### config.mk
export PLATFORM = sky130hd
export DESIGN_NAME = x_mem_arb_flat
export DESIGN_NICKNAME = d
export VERILOG_FILES = /design/src/rtl/x_mem_arb_if.sv /design/src/rtl/x_mem_arb.sv /design/src/flat_wrapper.sv
export SDC_FILE = /design/constraint.sdc
export NUM_CORES = 1
export LEC_CHECK = 0
export BUFFER_PORTS_ARGS = -buffer_cell sky130_fd_sc_hd__buf_2
export CAP_MARGIN = 20
export CELL_PAD_IN_SITES_DETAIL_PLACEMENT = 1
export CELL_PAD_IN_SITES_GLOBAL_PLACEMENT = 1
export CORE_AREA = 5 5 115 117
export CTS_CLUSTER_SIZE = 8
export DETAILED_ROUTE_END_ITERATION = 6
export DIE_AREA = 0 0 120 122
export PLACE_DENSITY_LB_ADDON = 0.1
export SLEW_MARGIN = 15
export SYNTH_ARGS = -nofsm -noshare
export SYNTH_HDL_FRONTEND = slang
export SYNTH_SLANG_ARGS = --single-unit
### constraint.sdc
create_clock -name i_clk -period 2.3 [get_ports i_clk]
set_clock_uncertainty 0.05 [all_clocks]
set_input_delay 0.345 -clock i_clk [delete_from_list [all_inputs] [get_ports i_clk]]
set_output_delay 0.345 -clock i_clk [all_outputs]
set_load 0.01 [all_outputs]
### src/rtl/x_mem_arb_if.sv
// x_mem_arb_if
//   Bundles every non-clock signal of the two-port memory arbiter.
//   The signals keep the arbiter's own port names.
//   Requester port 0 and port 1:
//     i_rN_valid, i_rN_rnw, i_rN_addr, i_rN_data : request in
//     o_rN_accept, o_rN_data                      : completion and read data out
//   Memory side:
//     o_m_valid, o_m_rnw, o_m_addr, o_m_data      : request towards memory
//     i_m_accept, i_m_data                        : completion and read data from memory
//   Status:
//     o_busy, o_owner, o_err
//   Modports:
//     slave  : the arbiter's view.
//     master : the environment's view (requesters plus memory fabric).
interface x_mem_arb_if;
  logic        i_r0_valid;
  logic        i_r0_rnw;
  logic [31:0] i_r0_addr;
  logic [31:0] i_r0_data;
  logic        o_r0_accept;
  logic [31:0] o_r0_data;

  logic        i_r1_valid;
  logic        i_r1_rnw;
  logic [31:0] i_r1_addr;
  logic [31:0] i_r1_data;
  logic        o_r1_accept;
  logic [31:0] o_r1_data;

  logic        o_m_valid;
  logic        o_m_rnw;
  logic [31:0] o_m_addr;
  logic [31:0] o_m_data;
  logic        i_m_accept;
  logic [31:0] i_m_data;

  logic        o_busy;
  logic        o_owner;
  logic        o_err;

  modport slave (
    input  i_r0_valid, i_r0_rnw, i_r0_addr, i_r0_data,
    output o_r0_accept, o_r0_data,
    input  i_r1_valid, i_r1_rnw, i_r1_addr, i_r1_data,
    output o_r1_accept, o_r1_data,
    output o_m_valid, o_m_rnw, o_m_addr, o_m_data,
    input  i_m_accept, i_m_data,
    output o_busy, o_owner, o_err
  );

  modport master (
    output i_r0_valid, i_r0_rnw, i_r0_addr, i_r0_data,
    input  o_r0_accept, o_r0_data,
    output i_r1_valid, i_r1_rnw, i_r1_addr, i_r1_data,
    input  o_r1_accept, o_r1_data,
    input  o_m_valid, o_m_rnw, o_m_addr, o_m_data,
    output i_m_accept, i_m_data,
    input  o_busy, o_owner, o_err
  );
endinterface

### src/rtl/x_mem_arb.sv
// x_mem_arb
//   Shares one valid/accept memory bus between two requesters.
//   Port 0 is the core's fetch/load/store port. Port 1 is a secondary master.
//   A grant is registered, so arbitration costs one cycle.
//   While granted, the owner's request is forwarded combinationally to memory.
//   Accept and read data are returned to the owner only.
//   A watchdog aborts the transaction after 2^WDOG_W grant cycles without accept.
//   An abort completes the request with 32'hDEAD_BEEF and pulses o_err.
//   Ports:
//     i_clk  : clock, rising edge
//     i_nrst : asynchronous active-low reset
//     bus    : x_mem_arb_if.slave (requesters, memory side, status)
//   Parameter:
//     WDOG_W : watchdog counter width, legal range 2..16
module x_mem_arb #(
  parameter int WDOG_W = 8
) (
  input logic        i_clk,
  input logic        i_nrst,
  x_mem_arb_if.slave bus
);

  typedef enum logic [1:0] {IDLE, GRANT0, GRANT1} state_t;

  localparam logic [WDOG_W-1:0] WD_MAX     = '1;
  localparam logic [31:0]       ABORT_DATA = 32'hDEAD_BEEF;

  state_t            state_q, state_d;
  logic              last_q, last_d;
  logic [WDOG_W-1:0] wd_q, wd_d;

  logic        sel1;
  logic        owner_valid;
  logic        m_valid;
  logic        acc0, acc1;
  logic        err;
  logic [31:0] rdata0, rdata1;

  // State, round-robin pointer and watchdog.
  // last_q resets to 1 so that port 0 wins the first tie.
  always_ff @(posedge i_clk or negedge i_nrst) begin
    if (!i_nrst) begin
      state_q <= IDLE;
      last_q  <= 1'b1;
      wd_q    <= '0;
    end else begin
      state_q <= state_d;
      last_q  <= last_d;
      wd_q    <= wd_d;
    end
  end

  // Next-state and handshake logic.
  // In IDLE, arbitration only looks at the registered state, so there is
  // no combinational path from a request to o_m_valid.
  // In a grant, the order of precedence is:
  //   owner withdrawal, then memory accept, then watchdog abort.
  always_comb begin
    state_d     = state_q;
    last_d      = last_q;
    wd_d        = wd_q;
    m_valid     = 1'b0;
    acc0        = 1'b0;
    acc1        = 1'b0;
    err         = 1'b0;
    rdata0      = bus.i_m_data;
    rdata1      = bus.i_m_data;
    sel1        = (state_q == GRANT1);
    owner_valid = sel1 ? bus.i_r1_valid : bus.i_r0_valid;

    unique case (state_q)
      IDLE: begin
        if (bus.i_r0_valid && (!bus.i_r1_valid || last_q)) begin
          state_d = GRANT0;
          last_d  = 1'b0;
          wd_d    = '0;
        end else if (bus.i_r1_valid) begin
          state_d = GRANT1;
          last_d  = 1'b1;
          wd_d    = '0;
        end
      end

      GRANT0, GRANT1: begin
        if (!owner_valid) begin
          state_d = IDLE;
        end else if (bus.i_m_accept) begin
          m_valid = 1'b1;
          acc0    = !sel1;
          acc1    = sel1;
          state_d = IDLE;
        end else if (wd_q == WD_MAX) begin
          acc0    = !sel1;
          acc1    = sel1;
          err     = 1'b1;
          state_d = IDLE;
          if (sel1) begin
            rdata1 = ABORT_DATA;
          end else begin
            rdata0 = ABORT_DATA;
          end
        end else begin
          m_valid = 1'b1;
          wd_d    = wd_q + 1'b1;
        end
      end

      default: state_d = IDLE;
    endcase
  end

  // Memory bus mux. Outside GRANT1 the buses carry port 0's request.
  assign bus.o_m_valid = m_valid;
  assign bus.o_m_rnw   = sel1 ? bus.i_r1_rnw  : bus.i_r0_rnw;
  assign bus.o_m_addr  = sel1 ? bus.i_r1_addr : bus.i_r0_addr;
  assign bus.o_m_data  = sel1 ? bus.i_r1_data : bus.i_r0_data;

  assign bus.o_r0_accept = acc0;
  assign bus.o_r1_accept = acc1;
  assign bus.o_r0_data   = rdata0;
  assign bus.o_r1_data   = rdata1;

  assign bus.o_busy  = (state_q != IDLE);
  assign bus.o_owner = last_q;
  assign bus.o_err   = err;

endmodule
### src/flat_wrapper.sv
// flat-port wrapper written by rule: the top's interface ports become plain ports
module x_mem_arb_flat 
#(
  parameter int WDOG_W = 8
)
  (i_clk, i_nrst, bus_i_r0_valid, bus_i_r0_rnw, bus_i_r0_addr, bus_i_r0_data, bus_o_r0_accept, bus_o_r0_data, bus_i_r1_valid, bus_i_r1_rnw, bus_i_r1_addr, bus_i_r1_data, bus_o_r1_accept, bus_o_r1_data, bus_o_m_valid, bus_o_m_rnw, bus_o_m_addr, bus_o_m_data, bus_i_m_accept, bus_i_m_data, bus_o_busy, bus_o_owner, bus_o_err);
  x_mem_arb_if bus_i ();
  input logic i_clk;
  input logic i_nrst;
  input wire logic [$bits(bus_i.i_r0_valid)-1:0] bus_i_r0_valid;
  input wire logic [$bits(bus_i.i_r0_rnw)-1:0] bus_i_r0_rnw;
  input wire logic [$bits(bus_i.i_r0_addr)-1:0] bus_i_r0_addr;
  input wire logic [$bits(bus_i.i_r0_data)-1:0] bus_i_r0_data;
  output wire logic [$bits(bus_i.o_r0_accept)-1:0] bus_o_r0_accept;
  output wire logic [$bits(bus_i.o_r0_data)-1:0] bus_o_r0_data;
  input wire logic [$bits(bus_i.i_r1_valid)-1:0] bus_i_r1_valid;
  input wire logic [$bits(bus_i.i_r1_rnw)-1:0] bus_i_r1_rnw;
  input wire logic [$bits(bus_i.i_r1_addr)-1:0] bus_i_r1_addr;
  input wire logic [$bits(bus_i.i_r1_data)-1:0] bus_i_r1_data;
  output wire logic [$bits(bus_i.o_r1_accept)-1:0] bus_o_r1_accept;
  output wire logic [$bits(bus_i.o_r1_data)-1:0] bus_o_r1_data;
  output wire logic [$bits(bus_i.o_m_valid)-1:0] bus_o_m_valid;
  output wire logic [$bits(bus_i.o_m_rnw)-1:0] bus_o_m_rnw;
  output wire logic [$bits(bus_i.o_m_addr)-1:0] bus_o_m_addr;
  output wire logic [$bits(bus_i.o_m_data)-1:0] bus_o_m_data;
  input wire logic [$bits(bus_i.i_m_accept)-1:0] bus_i_m_accept;
  input wire logic [$bits(bus_i.i_m_data)-1:0] bus_i_m_data;
  output wire logic [$bits(bus_i.o_busy)-1:0] bus_o_busy;
  output wire logic [$bits(bus_i.o_owner)-1:0] bus_o_owner;
  output wire logic [$bits(bus_i.o_err)-1:0] bus_o_err;
  assign bus_i.i_r0_valid = bus_i_r0_valid;
  assign bus_i.i_r0_rnw = bus_i_r0_rnw;
  assign bus_i.i_r0_addr = bus_i_r0_addr;
  assign bus_i.i_r0_data = bus_i_r0_data;
  assign bus_o_r0_accept = bus_i.o_r0_accept;
  assign bus_o_r0_data = bus_i.o_r0_data;
  assign bus_i.i_r1_valid = bus_i_r1_valid;
  assign bus_i.i_r1_rnw = bus_i_r1_rnw;
  assign bus_i.i_r1_addr = bus_i_r1_addr;
  assign bus_i.i_r1_data = bus_i_r1_data;
  assign bus_o_r1_accept = bus_i.o_r1_accept;
  assign bus_o_r1_data = bus_i.o_r1_data;
  assign bus_o_m_valid = bus_i.o_m_valid;
  assign bus_o_m_rnw = bus_i.o_m_rnw;
  assign bus_o_m_addr = bus_i.o_m_addr;
  assign bus_o_m_data = bus_i.o_m_data;
  assign bus_i.i_m_accept = bus_i_m_accept;
  assign bus_i.i_m_data = bus_i_m_data;
  assign bus_o_busy = bus_i.o_busy;
  assign bus_o_owner = bus_i.o_owner;
  assign bus_o_err = bus_i.o_err;
  x_mem_arb #(.WDOG_W(WDOG_W)) u_core (.i_clk(i_clk), .i_nrst(i_nrst), .bus(bus_i));
endmodule
==> out/results.txt, run 1 <==
status - complete, but fails checks
failing checks - negative setup slack
final cell count without fillers - 689
area leader, netlist - mux2_2
fmax - 420 MHz
Rows - 41
ratio of cells with drive above 1 in the final layout - 83.3%
total power draw - 0.00319 W
top_reg_cell synth - dfrtp_1
Inserted Diodes - 0
RSZ-0062 raised after global routing - yes
synth unique cells - 43
Die Ht - 122 um
CTS root buf - clkbuf_16
initial DRC count - 70
Leak - 2.37 nW
syn_area_per_cell - 8.73 um2
die area - 14600 um2
DP Area - 3710 um2
pwr dens - 721 nW/um2
drt wl/cell - 19.3 um
Crit Path Class - reg -> out
worst-skew pair later-pin latency - 240 ps
Setup TNS - -1540 ps
post-layout minimum cycle time - 2380 ps
Max Buffers Root-to-Sink - 2
final setup fails - 49
Pins Over Slew Limit - 0
largest cells by area after synthesis - mux2_2 37%, dfrtp_1 13%, nand2b_1 7.5%
placed wire-length estimate - 10.8 mm
Post-Syn Area - 1990 um2
CTS tree - yes
total track usage - 16.2%
crit path max fanout - 16
Finished Core Util - 36.1%
GPL Wtd Cong - 0.804
max-cap viol count - 0
total grt overflow - 0
Synth warnings - 0
num ports - 302
sequential area share after synthesis - 13.9%
Worst setup SP type - register
PortBufs - 301
Syn Inst Count - 228
Critical Path Sink Type - primary output
initial antenna violation count - 0
Clock Pin Slew Worst Setup and Hold Paths - 40 ps
Post-synth EDFFs - 0
core area - 12300 um2
design area - 4420 um2
WL final - 13.3 mm
final hold vios - 0
Vias/cell - 4.31
Hold Crit Class - in -> reg
Initial Util - 16.2%
Pre-antenna DRT Iters - 4
largest net degree at the start of global routing - 69
first-pass GRT wire length - 18.5 mm
via count - 2973
worst-margin pin slew - 402 ps
nets - 711
CTS Buf Count - 3
H-tree levels - 1
top-area cell type share of the netlist area - 37.3%
final worst setup slack - -81.8 ps
die width - 120 um
final worst path period share - 104%
post-route antenna net violation count - 0
Sink Count - 11
syn nets - 399
share of synthesized flip-flops with an asynchronous set or reset - 100%
Arr. time, crit path - 1990 ps
critical path required time - 1900 ps
Seq cells post-synth - 11
VDD IR-drop max - 0.325 mV
cell total after placement - 672
area delta synth->final - 122%
drt drc - 0
Rel. slew slack - 73.0%
vias in the first global route - 3160
report_power, final:
group          switching [W]  total, W  internal [W]
sequential         0.0000527  0.000301      0.000248
clock              0.0000962  0.000330      0.000234
combinational        0.00127   0.00256       0.00128
total                0.00142   0.00319       0.00176
state kept, by name (all words and copies together) (netlist names):
name / flops
u_core.wd_q: 8
u_core.state_q: 2
u_core.bus.o_owner: 1
cells in the mapped netlist (all sizes together) (4+ instances only):
| cell | instances |
|---|---|
| inv | 4 |
| mux2 | 67 |
| or2 | 25 |
| ha | 4 |
| nand2 | 11 |
| nand2b | 24 |
| nor2b | 9 |
| dfrtp | 10 |
| nand3 | 6 |
| buf | 12 |
| nor2 | 7 |
| and2 | 8 |
| clkbuf | 4 |
| a21oi | 5 |
| o21ai | 4 |
critical path, stage by stage, from the launching register on:
cell and delay (ps):
dfrtp_1 380, inv_2 100, ha_4 140, mux2_4 310, nand3b_4 150, nor4_4 70
buf_12 160, or2_2 260, buf_2 150
area by class of cell:
cell class | count | area [um2]
Inverter | 4 | 15.0
Sequential cell | 11 | 278
Tap cell | 150 | 188
Timing Repair Buffer | 322 | 2010
Fill cell | 1489 | 7840
Multi-Input combinational cell | 198 | 1850
Clock buffer | 4 | 78.8
final timing paths:
kind	slack (ps)	cells after the start	end	start
max	-80	8	bus_o_r0_data[0]	u_core.state_q[0]
min	300	2	u_core.bus.o_owner	bus_i_r0_valid
max reg2reg	230	8	u_core.wd_q[6]	u_core.state_q[0]
min reg2reg	490	2	u_core.state_q[0]	u_core.state_q[0]
max in group asynchronous	1450	2	u_core.bus.o_owner	i_nrst
min in group asynchronous	470	2	u_core.wd_q[7]	i_nrst
cell usage in the layout, fill, tap and decap left out, types with 2 or more instances in the layout:
cell | netlist | layout
mux2_2 | 66 | 66
nand2b_4 | 0 | 8
dfrtp_1 | 10 | 9
or2_2 | 24 | 2
o22ai_1 | 2 | 2
a211o_1 | 2 | 2
buf_6 | 0 | 37
nor2_4 | 1 | 2
nand2_1 | 11 | 10
inv_1 | 4 | 2
nor3_1 | 2 | 2
buf_4 | 1 | 13
a31oi_1 | 2 | 2
o21ai_1 | 2 | 2
inv_2 | 0 | 2
buf_2 | 11 | 264
buf_12 | 0 | 3
or2_4 | 0 | 22
nand3_1 | 6 | 5
a22o_1 | 3 | 3
nor2b_1 | 9 | 8
and2_4 | 0 | 6
and2_1 | 8 | 2
a21oi_1 | 5 | 5
nor2_1 | 5 | 5
nor4_4 | 1 | 2
buf_16 | 0 | 2
nor4_1 | 2 | 2
ha_4 | 0 | 3
nand2b_1 | 24 | 16
clkbuf_16 | 0 | 5
cells by family (layout without fill, tap and decap cells):
family                   Yosys count  in the layout  share of synthesized area (%)
AND/OR/NAND/NOR                  102            103                           32.1
multiplexers                      67             67                           38.1
AO/OA/AOI/OAI                     23             23                           8.30
buffers and inverters             20            330                           4.65
flip-flops                        11             11                           13.9
adder cells (fa/ha/maj)            4              4                           2.51
XOR/XNOR                           1              1                          0.440
routing by layer:
layer | global-route usage (%) | vias to the layer above | part of all wire (%)
met2 | 31.4 | 156 | 56
met1 | 18.0 | 1384 | 36
met3 | 4.50 | 6 | 8.0
li1 | - | 1427 | -
met4 | 2.36 | 0 | 0.43
met5 | 0 | - | 0
repair_timing:
action / 4_1_cts / 5_1_grt
gates resized for setup: 49 / 46
setup buffers: 9 / 1
hold endpoints to repair: 10 / 0
cloned: 2 / 2
pin swaps: 4 / 5
endpoints found under the setup margin: 65 / 129
hold buffers: 1 / 0
metrics by stage:
stage	hold slack (ps)	setup slack, ps
after floorplan	-0.591	90.0
after global placement	192	127
after detailed placement	198	74.9
after CTS	302	-93.9
after global routing	327	-146
final	299	-81.8
Power figures use the tool's default switching activity.
==> run 2, diff against run 1 <==
Settings changed: SKIP_LAST_GASP set to 1.
==> run 2 against run 1 <==
Net effect: the flow still finishes with violations (negative setup slack); design area is 4.0% lower; flip-flop and latch count stayed put; register-to-register slack hardly changed; via count is 0.57% lower; sequential power hardly changed; critical path type unchanged; critical endpoint is now bus_o_r0_data[5]; highest routed layer unchanged.
==> out/results.txt, run 2 (synthesis results as in run 1) <==
Hold Crit Class - in -> reg
RSZ-0062 raised after global routing - yes
final cell count without fillers - 689
CTS tree - yes
commonest non-fill, non-tap cell in the layout - buf_2
die area - 14600 um2
critical path required time - 1900 ps
Die Ht - 122 um
die width - 120 um
num ports - 302
Worst R2R End - u_core.wd_q[6]
Finished Core Util - 34.6%
final worst path period share - 103%
VDD IR-drop max - 0.366 mV
worst-margin pin slew - 398 ps
Slowest cell on crit path - dfrtp_1
placed wire-length estimate - 10.8 mm
nets - 711
Max Buffers Root-to-Sink - 2
min-delay src - bus_i_r0_valid
Worst setup SP type - register
total track usage - 16.1%
Initial Util - 16.2%
failing checks - negative setup slack
max-cap viol count - 0
reg2reg setup slack - 240 ps
Inserted Diodes - 0
total grt overflow - 0
cell total after placement - 672
pwr dens - 739 nW/um2
vias in the first global route - 3105
initial antenna violation count - 0
drt drc - 0
initial DRC count - 79
most frequent cells in the layout - 284 x buf_2, 66 x mux2_2, 17 x or2_2, 17 x buf_6, 16 x nand2b_1
PortBufs - 301
CTS Buf Count - 3
Max stage delay on crit path - 380 ps
core area - 12300 um2
final hold vios - 0
first-pass GRT wire length - 18.3 mm
WL final - 13.1 mm
via count - 2956
Worst setup endpoint - bus_o_r0_data[5]
RR Startpoint - u_core.state_q[0]
fmax - 420 MHz
Leak - 2.32 nW
Sink Count - 11
Rows - 41
Vias/cell - 4.29
worst-skew pair later-pin latency - 240 ps
Pins Over Slew Limit - 0
drt wl/cell - 19.1 um
worst r2r path cells - 8
status - complete, but fails checks
Critical Path Sink Type - primary output
GPL Wtd Cong - 0.804
ratio of cells with drive above 1 in the final layout - 82.4%
final setup fails - 42
crit path max fanout - 16
area delta synth->final - 113%
final worst setup slack - -80.3 ps
Critical Path, Cell by Cell - inv_2 > ha_4 > mux2_4 > nand3b_4 > nor4_4 > buf_12 > or2_2 > buf_2
max reg flops - 8
Top reg by flops - u_core.wd_q
Clock Pin Slew Worst Setup and Hold Paths - 40 ps
# fillers - 1526
Arr. time, crit path - 1990 ps
Rel. slew slack - 73.3%
largest net degree at the start of global routing - 69
Crit Path Class - reg -> out
Hold Path Stages - 2
post-layout minimum cycle time - 2380 ps
CTS root buf - clkbuf_16
H-tree levels - 1
Pre-antenna DRT Iters - 4
Crit. Startpoint - u_core.state_q[0]
post-route antenna net violation count - 0
==> run 2: through the flow <==
| stage | hold slack [ps] | setup TNS, ps | power [W] | cell area [um2] | setup slack, ps |
|---|---|---|---|---|---|
| after floorplan | -0.591 | 0 | 0.00165 | 1990 | 90.0 |
| after global placement | 192 | 0 | 0.00257 | 3710 | 127 |
| after detailed placement | 198 | 0 | 0.00257 | 3710 | 74.9 |
| after CTS | 302 | -2740 | 0.00308 | 4010 | -94.5 |
| after global routing | 327 | -6110 | 0.00336 | 4250 | -149 |
| final | 301 | -1710 | 0.00314 | 4250 | -80.3 |
==> run 2: final cells by class <==
class	count	area, um2	area share (%)
multi-input combinational	198	1800	42.4
sequential	11	278	6.54
timing repair buffer	322	1890	44.4
tap	150	188	4.42
clock buffer	4	78.8	1.86
inverter	4	15.0	0.353
==> run 2: worst min-delay path by stage <==
stage               slack [ps]                  to
global route               330  u_core.bus.o_owner
CTS                        300  u_core.bus.o_owner
global placement           190      u_core.wd_q[7]
floorplan                 -0.6   u_core.state_q[0]
finish                     300  u_core.bus.o_owner
detailed placement         200      u_core.wd_q[6]
==> run 2: power breakdown <==
| group | internal, W | switching, W |
|---|---|---|
| Clock | 0.000234 | 0.0000961 |
| Sequential | 0.000248 | 0.0000520 |
| Combinational | 0.00125 | 0.00126 |
| Total | 0.00173 | 0.00141 |
==> run 2: worst max-delay path, delay by kind of cell, from the launching register on <==
| kind | cells | cell delay, ps |
|---|---|---|
| DFF | 1 | 380 |
| buffers and inverters | 3 | 410 |
| muxes | 1 | 320 |
| adders and majority gates | 1 | 140 |
| and+or+nand+nor | 3 | 490 |
==> run 2: repair_timing <==
item                                    4_1_cts  5_1_grt
buffers inserted                              9        1
hold buffers                                  1        0
endpoints found under the hold margin        10        0
endpoints found under the setup margin       65      129
resized for setup                            19       37
gates cloned                                  2        2
pin swaps                                     4        3
==> run 2: per-layer routing <==
metal,wire length (um),global-route usage (%),part of all wire (%),vias to the layer above
met4,27,2.15,0.21,0
met5,0,0,0,-
li1,-,-,-,1435
met1,4750,18.1,36,1360
met3,1110,4.50,8.4,2
met2,7260,30.9,55,159
==> run 3, diff against run 2 <==
Settings changed: CELL_PAD_IN_SITES_DETAIL_PLACEMENT 1 to not set, CELL_PAD_IN_SITES_GLOBAL_PLACEMENT 1 to not set, CORE_AREA 5 5 115 117 to 5 5 113 115, DIE_AREA 0 0 120 122 to 0 0 118 120, PLACE_DENSITY_LB_ADDON 0.1 to not set.
==> run 3 against run 2 <==
Net effect: the flow still finishes with violations (negative setup slack); via count grew 0.27%; final cell count is 1.2% lower; maximum frequency up 0.46%; hold slack better by 6.3 ps; die area is 3.3% lower; non-clock buffer count fell by 4; design area is 2.5% higher; largest cell class unchanged.
==> out/results.txt, run 3 (synthesis results as in run 1) <==
GRT busiest layer - met2
most frequent cells in the layout - 271 x buf_2, 66 x mux2_2, 30 x buf_6, 24 x or2_2, 22 x nand2b_4
worst-margin pin slew - 287 ps
placed wire-length estimate - 9.42 mm
Max Buffers Root-to-Sink - 2
H-tree levels - 1
VDD IR-drop max - 0.388 mV
Clock Pin Slew Worst Setup and Hold Paths - 40 ps
Vias/cell - 4.35
max-cap viol count - 0
pwr dens - 706 nW/um2
initial antenna violation count - 0
Rel. slew slack - 80.8%
max reg flops - 8
Sequential Power Share - 9.7%
WL final - 11.8 mm
total grt overflow - 0
Reg area - 278 um2
multi-input logic area - 1860 um2
post-route antenna net violation count - 0
initial DRC count - 66
Internal - 0.00172 W
Combinational Power Share - 79.9%
Worst setup SP type - register
Inserted Diodes - 0
total track usage - 14.4%
CTS tree - yes
PortBufs - 301
met2 Use GR - 25.7%
Sink Count - 11
ratio of cells with drive above 1 in the final layout - 85.6%
RR Startpoint - u_core.state_q[0]
final hold vios - 0
Top reg by flops - u_core.wd_q
Arr. time, crit path - 1970 ps
Rows - 40
drt drc - 0
Worst R2R End - u_core.wd_q[4]
via count - 2964
die area - 14200 um2
CTS Buf Count - 3
met1 Usage GRT - 18.2%
failing checks - negative setup slack
min-delay src - bus_i_r0_valid
final worst setup slack - -69.4 ps
die width - 118 um
post-layout minimum cycle time - 2370 ps
routing usage on met3 - 3.53%
hold path endpoint - u_core.bus.o_owner
status - complete, but fails checks
vias in the first global route - 3050
core area - 11700 um2
Pins Over Slew Limit - 0
area delta synth->final - 119%
drt wl/cell - 17.3 um
commonest non-fill, non-tap cell in the layout - buf_2
first-pass GRT wire length - 16.7 mm
NetSw - 0.00135 W
final worst path period share - 103%
Hold Path Stages - 2
fmax - 422 MHz
critical path required time - 1900 ps
total power draw - 0.00307 W
pre-CTS WS - 131 ps
worst-skew pair later-pin latency - 240 ps
Critical Path Sink Type - primary output
largest net degree at the start of global routing - 35
Hold Crit Class - in -> reg
RSZ-0062 raised after global routing - yes
Die Ht - 120 um
CTS root buf - clkbuf_16
GPL Wtd Cong - 0.893
power share of the clock group - 10.4%
nets - 706
num ports - 302
sw frac - 43.9%
Hold Slack - 307 ps
Leak - 2.42 nW
Pre-antenna DRT Iters - 4
crit path max fanout - 32
worst r2r path cells - 9
Crit Path Class - reg -> out
Initial Util - 17.0%
reg2reg setup slack - 220 ps
Finished Core Util - 37.2%
final setup fails - 55
# fillers - 1200
## run 3: cell types whose count changed in the layout (fill, tap and decap cells not counted), sizes merged
| cell | delta |
|---|---|
| buf | -4 |
| nor4 | -1 |
## run 3: worst max path at each step
| stage | start | depth (start not counted) | end | slack, ps |
|---|---|---|---|---|
| after floorplan | u_core.state_q[0] | 9 | bus_o_r1_data[14] | 90 |
| after global placement | u_core.state_q[0] | 9 | bus_o_r1_data[14] | 150 |
| after detailed placement | u_core.state_q[0] | 9 | bus_o_r1_data[14] | 130 |
| after CTS | u_core.state_q[0] | 8 | bus_o_r0_data[30] | -70 |
| after global routing | u_core.state_q[0] | 8 | bus_o_r0_data[2] | -180 |
| final | u_core.state_q[0] | 8 | bus_o_r0_data[26] | -70 |
## run 3: cell type report
class                   instances  share of cell area (%)
repair buffers                318                    44.6
inverters                       4                   0.345
flip-flops and latches         11                    6.38
well taps                     147                    4.22
clock buffers                   4                    1.81
multi-input cells             197                    42.6
## run 3: critical path, cell delays in order (launching register included)
cell and delay (ps):
dfrtp_1 380, inv_2 120, ha_4 150, mux2_4 310
nand3b_4 120, nor4_4 70, buf_12 160, or2_2 280
buf_2 150
## run 3: power by group through the flow
| stage | logic, W | clock network, W | registers [W] |
|---|---|---|---|
| floorplan | 0.00137 | 0 | 0.000280 |
| finish | 0.00246 | 0.000321 | 0.000298 |
| detailed placement | 0.00221 | 0 | 0.000294 |
| global placement | 0.00221 | 0 | 0.000293 |
| global route | 0.00264 | 0.000338 | 0.000307 |
| CTS | 0.00236 | 0.000328 | 0.000293 |
## run 3: metal layers
layer | routed length (um) | vias to the layer above
met4 | 147 | 0
met3 | 964 | 10
met2 | 5930 | 184
li1 | - | 1419
met1 | 4740 | 1351
met5 | 0 | -
## run 3: through the flow
stage | setup TNS, ps | cell area, um2 | cells
floorplan | 0 | 1990 | 228
global placement | 0 | 3700 | 668
detailed placement | 0 | 3700 | 668
CTS | -1440 | 3890 | 676
global route | -10020 | 4360 | 681
finish | -1730 | 4360 | 681
## run 3: repair_timing
action                                  in CTS  in global routing
setup buffers                                1                  3
hold buffers                                 1                  0
endpoints found under the setup margin      65                 98
resized for setup                            7                 66
cloned                                       2                  2
pin swaps                                    2                 10
hold endpoints to repair                    10                  0
